===== src/rtl/pipe_reg_hs.sv =====
// -----------------------------------------------------------------------------
// pipe_reg_hs
//
// Generic pipeline stage register carrying a PC word and an instruction /
// payload word across a valid/ready handshake. It can sit between any two
// pipeline stages (IF/ID, ID/EX, EX/MEM, MEM/WB).
//
// Storage is a 2-entry skid buffer:
//   M - main register, always drives out_pc / out_instr
//   S - skid register, catches the item accepted while M is stalled
// The buffer sustains 1 item/cycle. in_ready is decoded from the state flops
// only, so there is no combinational path from out_ready to in_ready.
//
// flush squashes every held entry synchronously and has priority over both
// handshakes. rst is asynchronous and active-low. Its release is expected to
// be synchronised to clk outside this block.
//
// Optional feature (macro PIPE_STALL_CNT_EN):
//   Adds parameter CNT_W and output stall_cnt. stall_cnt is a saturating
//   count of cycles with out_valid=1 and out_ready=0. Only rst clears it;
//   flush leaves it unchanged.
//
// Parameters:
//   N      instruction/payload width          (default 32)
//   PC_W   PC width                           (default 64)
//   CNT_W  stall-counter width, PIPE_STALL_CNT_EN builds only (default 16)
//
// Ports:
//   clk        in           clock, rising edge
//   rst        in           asynchronous reset, active-low
//   flush      in           synchronous squash of all held entries
//   in_valid   in           upstream holds a valid item
//   in_ready   out          stage can accept an item this cycle
//   in_pc      in  [PC_W]   incoming PC
//   in_instr   in  [N]      incoming instruction/payload
//   out_valid  out          out_pc/out_instr hold a valid item
//   out_ready  in           downstream accepts the item this cycle
//   out_pc     out [PC_W]   held PC (register M)
//   out_instr  out [N]      held instruction/payload (register M)
//   stall_cnt  out [CNT_W]  backpressure stall count (PIPE_STALL_CNT_EN only)
// -----------------------------------------------------------------------------
module pipe_reg_hs #(
  parameter int unsigned N     = 32,
  parameter int unsigned PC_W  = 64
`ifdef PIPE_STALL_CNT_EN
  ,parameter int unsigned CNT_W = 16
`endif
) (
  input  logic            clk,
  input  logic            rst,
  input  logic            flush,
  input  logic            in_valid,
  output logic            in_ready,
  input  logic [PC_W-1:0] in_pc,
  input  logic [N-1:0]    in_instr,
  output logic            out_valid,
  input  logic            out_ready,
  output logic [PC_W-1:0] out_pc,
  output logic [N-1:0]    out_instr
`ifdef PIPE_STALL_CNT_EN
  ,output logic [CNT_W-1:0] stall_cnt
`endif
);

  typedef enum logic [1:0] {
    EMPTY = 2'd0,
    ONE   = 2'd1,
    TWO   = 2'd2
  } state_e;

  state_e state_q, state_d;

  logic [PC_W-1:0] m_pc_q,    m_pc_d;
  logic [N-1:0]    m_instr_q, m_instr_d;
  logic [PC_W-1:0] s_pc_q,    s_pc_d;
  logic [N-1:0]    s_instr_q, s_instr_d;

  // Per-register valid bits, decoded from the state flops.
  logic m_vld;
  logic s_vld;

  logic in_fire;
  logic out_fire;

  assign m_vld    = (state_q != EMPTY);
  assign s_vld    = (state_q == TWO);
  assign in_fire  = in_valid  & in_ready;
  assign out_fire = out_valid & out_ready;

  // ---------------------------------------------------------------------------
  // State register
  // ---------------------------------------------------------------------------
  always_ff @(posedge clk or negedge rst) begin
    if (!rst) begin
      state_q <= EMPTY;
    end else begin
      state_q <= state_d;
    end
  end

  // ---------------------------------------------------------------------------
  // Next-state and data-path next values
  // ---------------------------------------------------------------------------
  always_comb begin
    state_d   = state_q;
    m_pc_d    = m_pc_q;
    m_instr_d = m_instr_q;
    s_pc_d    = s_pc_q;
    s_instr_d = s_instr_q;

    if (flush) begin
      // Squash: an item accepted in this cycle is dropped. An item read
      // downstream in this cycle has already been consumed.
      state_d   = EMPTY;
      m_pc_d    = '0;
      m_instr_d = '0;
      s_pc_d    = '0;
      s_instr_d = '0;
    end else begin
      unique case (state_q)
        EMPTY: begin
          if (in_fire) begin
            state_d   = ONE;
            m_pc_d    = in_pc;
            m_instr_d = in_instr;
          end
        end
        ONE: begin
          if (in_fire && out_fire) begin
            // M drains and refills in the same cycle. No skid is needed.
            m_pc_d    = in_pc;
            m_instr_d = in_instr;
          end else if (in_fire) begin
            // M is stalled. Park the new item behind it.
            state_d   = TWO;
            s_pc_d    = in_pc;
            s_instr_d = in_instr;
          end else if (out_fire) begin
            state_d   = EMPTY;
          end
        end
        TWO: begin
          if (out_fire) begin
            state_d   = ONE;
            m_pc_d    = s_pc_q;
            m_instr_d = s_instr_q;
          end
        end
        default: begin
          state_d = EMPTY;
        end
      endcase
    end
  end

  // ---------------------------------------------------------------------------
  // Data registers M and S
  // ---------------------------------------------------------------------------
  always_ff @(posedge clk or negedge rst) begin
    if (!rst) begin
      m_pc_q    <= '0;
      m_instr_q <= '0;
      s_pc_q    <= '0;
      s_instr_q <= '0;
    end else begin
      m_pc_q    <= m_pc_d;
      m_instr_q <= m_instr_d;
      s_pc_q    <= s_pc_d;
      s_instr_q <= s_instr_d;
    end
  end

  // ---------------------------------------------------------------------------
  // Output decode (state flops only on the handshake side)
  // ---------------------------------------------------------------------------
  always_comb begin
    out_valid = m_vld;
    in_ready  = ~s_vld;
    out_pc    = m_pc_q;
    out_instr = m_instr_q;
  end

`ifdef PIPE_STALL_CNT_EN
  // ---------------------------------------------------------------------------
  // Saturating backpressure stall counter. Only rst clears it.
  // ---------------------------------------------------------------------------
  logic [CNT_W-1:0] stall_cnt_q, stall_cnt_d;

  always_comb begin
    stall_cnt_d = stall_cnt_q;
    if (out_valid && !out_ready && (stall_cnt_q != '1)) begin
      stall_cnt_d = stall_cnt_q + 1'b1;
    end
  end

  always_ff @(posedge clk or negedge rst) begin
    if (!rst) begin
      stall_cnt_q <= '0;
    end else begin
      stall_cnt_q <= stall_cnt_d;
    end
  end

  assign stall_cnt = stall_cnt_q;
`endif

endmodule


===== config.mk =====
export PLATFORM = sky130hd
export DESIGN_NAME = pipe_reg_hs
export DESIGN_NICKNAME = d
export VERILOG_FILES = /design/src/rtl/pipe_reg_hs.sv
export SDC_FILE = /design/constraint.sdc
export NUM_CORES = 1
export LEC_CHECK = 0
export CORE_MARGIN = 4
export CORE_UTILIZATION = 55
export DETAILED_ROUTE_END_ITERATION = 10
export DONT_BUFFER_PORTS = 1
export PLACE_DENSITY = 0.7
export RECOVER_POWER = 50
export SYNTH_ARGS = -nofsm -noshare
export SYNTH_HDL_FRONTEND = slang
export SYNTH_SLANG_ARGS = --single-unit
export TNS_END_PERCENT = 10

===== constraint.sdc =====
create_clock -name clk -period 1.84 [get_ports clk]
set_input_delay 0.368 -clock clk [delete_from_list [all_inputs] [get_ports clk]]
set_output_delay 0.368 -clock clk [all_outputs]
set_load 0.05 [all_outputs]

==> results of run 1 <==
-- state kept, by name, summed over array words and instances, names as in the netlist --
register and cells:
out_instr 32, s_instr_q 32, s_pc_q 64, out_pc 64
state_q 2
-- worst register-to-register path, stage by stage (launching register included) --
cell      delay, ps
dfrtp_1         450
nor2b_4         170
buf_4           130
o21ai_4          60
o211ai_4        160
buf_12          270
mux2_2          410
-- layout make-up --
class                   instances  area (um2)
well taps                     216         270
inverters                       2        8.76
clock inverters                13         148
fillers                      1321        6070
repair buffers                 22         317
flip-flops and latches        194        4850
clock buffers                  19         453
multi-input cells             686        3760
-- worst max-delay path by stage --
stage / end / slack (ps) / depth (start not counted)
3_5_place_dp: out_pc[51] / 120 / 5
5_1_grt: out_pc[58] / 7 / 6
3_3_place_gp: out_pc[50] / 170 / 5
2_1_floorplan: out_instr[10] / 170 / 7
6_report: out_pc[20] / 80 / 6
4_1_cts: in_ready / 80 / 3
-- kinds of logic after synthesis --
family,count (synthesis),share of synthesized area [%]
muxes,97,13.9
AOI/OAI and AO/OA,196,11.3
DFF,194,54.3
and+or+nand+nor,393,16.7
buffers and inverters,76,3.81
-- power by group through the flow --
stage / logic, mW / registers [mW] / clock network (mW)
floorplan: 0.672 / 5.41 / 0
global placement: 0.719 / 5.48 / 0
detailed placement: 0.745 / 5.49 / 0
CTS: 0.777 / 5.41 / 3.90
global route: 0.864 / 5.43 / 4.09
finish: 0.782 / 5.40 / 3.83
-- Yosys cell counts (2+ instances only) --
cell | n | area share, %
nor2b_1 | 2 | 0.14
buf_6 | 5 | 0.63
buf_1 | 20 | 0.84
clkbuf_1 | 35 | 1.5
mux2_2 | 56 | 7.1
nand2_1 | 384 | 16
a21oi_1 | 194 | 11
dfrtp_1 | 194 | 54
buf_2 | 14 | 0.78
nand2b_1 | 3 | 0.21
mux2_4 | 40 | 6.7
-- through the flow --
stage          std cells  utilization, %  hold WS, ps  total power [mW]
6_report            1152            61.8         -370              10.0
5_1_grt             1152            61.8         -410              10.4
4_1_cts             1150            61.6         -390              10.1
3_5_place_dp        1113            57.5         77.2              6.23
3_3_place_gp        1113            57.5         78.4              6.20
2_1_floorplan        956               -         72.4              6.08
-- repair_timing --
action | in CTS | in global routing
gates resized for setup | 1 | 1
buffers inserted | 2 | 0
hold buffers | 3 | 2
endpoints found under the hold margin | 233 | 200
endpoints found under the setup margin | 2 | 4
-- layer usage --
layer	track usage (%)	part of all wire [%]	vias up
li1	-	-	3050
met1	30.6	41	3202
met2	37.1	47	222
met3	9.88	9.7	28
met4	6.22	1.5	0
met5	0	0	-
==> flow_summary.toml, run 1 <==
[status]
status = "finished, violations left"
violations = "negative hold slack"

[sta]
worst_slack_ps = 80.2
fin_crit_ps = 1760
fin_setup_tns_ps = 0
finClkSkew_ps = 9.38
hold_viol = 194
fin_hold_ws_ps = -370
rsz0062_at_grt = "no"
fmax_mhz = 568
setup-violations-final = 0
maxSlewHeadroom_pct = 55.9
min_period_over_period_pct = 95.6
max_slew.worst_pin.slew_ps = 659
drv_slew = 0

[yosys]
avgSynthCellArea_um2 = 9.35
synth_edf_count = 0
syn_area_um2 = 8940
syn-num-nets = 1057
synth_ff_type = "dfrtp_1"
async_reset_ff_share_pct = 100
ys_ff_latch = 194
ys_seq_area_share_pct = 54.3
netlist_instances = 956
synth_cell_type_count = 20
synth_warnings = 0

[pwr]
internal-power_mw = 7.02
pwr-share-comb_pct = 7.8
seq_power_share_pct = 53.9
cellLeakagePower_nw = 4.50
power_switching_mw = 3.00
vdd_drop_max_mv = 0.729
cellPowerDensity_nw_per_um2 = 1020
p_sw_share_pct = 29.9
pwr-share-clk_pct = 38.2

[place]
io_buffers = 0
hpwl_um = 12400
post_dp_cell_area_um2 = 9130
gp_congestion = 0.741
dpl_worst_slack_ps = 118

[die]
core-area_um2 = 15900
fp.dieH_um = 135
core.rowCount = 46
die_w_um = 135
dieArea_um2 = 18400
start_util_pct = 56.3
io_pins = 199

[drt]
wl_per_cell_um = 18.8
vias_per_cell = 5.64
drtIter0Drc = 492
drt-pass1-iter-count = 5
ant_nets = 0
drcViolationCount = 0
vias = 6502
routed_wl_um = 21700

[setup_path]
start_kind = "flop"
path_class = "flop to flop"
critPathTopFamily = "flip-flops"
cpPeakStageDelay_ps = 450
endpoint_kind = "flop"
cp.arrival_ps = 2070
rrSetupSlack_ps = 80
r2r_start = "state_q[0]"
crit_start = "state_q[0]"
required_ps = 2150
r2r-end = "out_pc[20]"
crit_chain = "nor2b_4 -> buf_4 -> o21ai_4 -> o211ai_4 -> buf_12 -> mux2_2"
cp_num_buf_inv = 2
worst_path_max_delay_cell = "dfrtp_1"
ff2ff_path_depth = 6
cp_max_fo = 27

[global_route]
grt_use_total_pct = 23.6
grt_first_pass_wirelength_um = 34300
grt-ovfl-total = 0
antenna_found_initial = 0
grt_max_degree = 195
first_global_vias = 6386

[flow_run]
maxCapViolations = 0

[clocking]
clockBufferDepth = 2
clock_sinks = 194
ctsHtreeMaxLevel = 4
ctsRootBufferMaster = "clkbuf_16"
clock_latency_ps = 430
cts_buffers = 17
path_clk_slew_ps = 70
cts_tree = "done"

[layout]
drive_gt1_share_pct = 16.3
nets = 1024
final_cell_mix = "nand2_1, a21oi_1, dfrtp_1, mux2_2, mux2_4"
diodes = 0
design_area_um2 = 9810
mostFrequentLayoutCell = "nand2_1"
area_growth_pct = 9.80

[worst_hold_path]
hp-class = "primary input to asynchronous set/reset pin"
Power figures use the tool's default switching activity.
==> run 2, diff against run 1 <==
--- a/config.mk
+++ b/config.mk
@@ -14,4 +14,3 @@
 export SYNTH_ARGS = -nofsm -noshare
 export SYNTH_HDL_FRONTEND = slang
 export SYNTH_SLANG_ARGS = --single-unit
-export TNS_END_PERCENT = 10
==> results of run 2 <==
Final layout, timing and power as in run 1 (identical DEF).
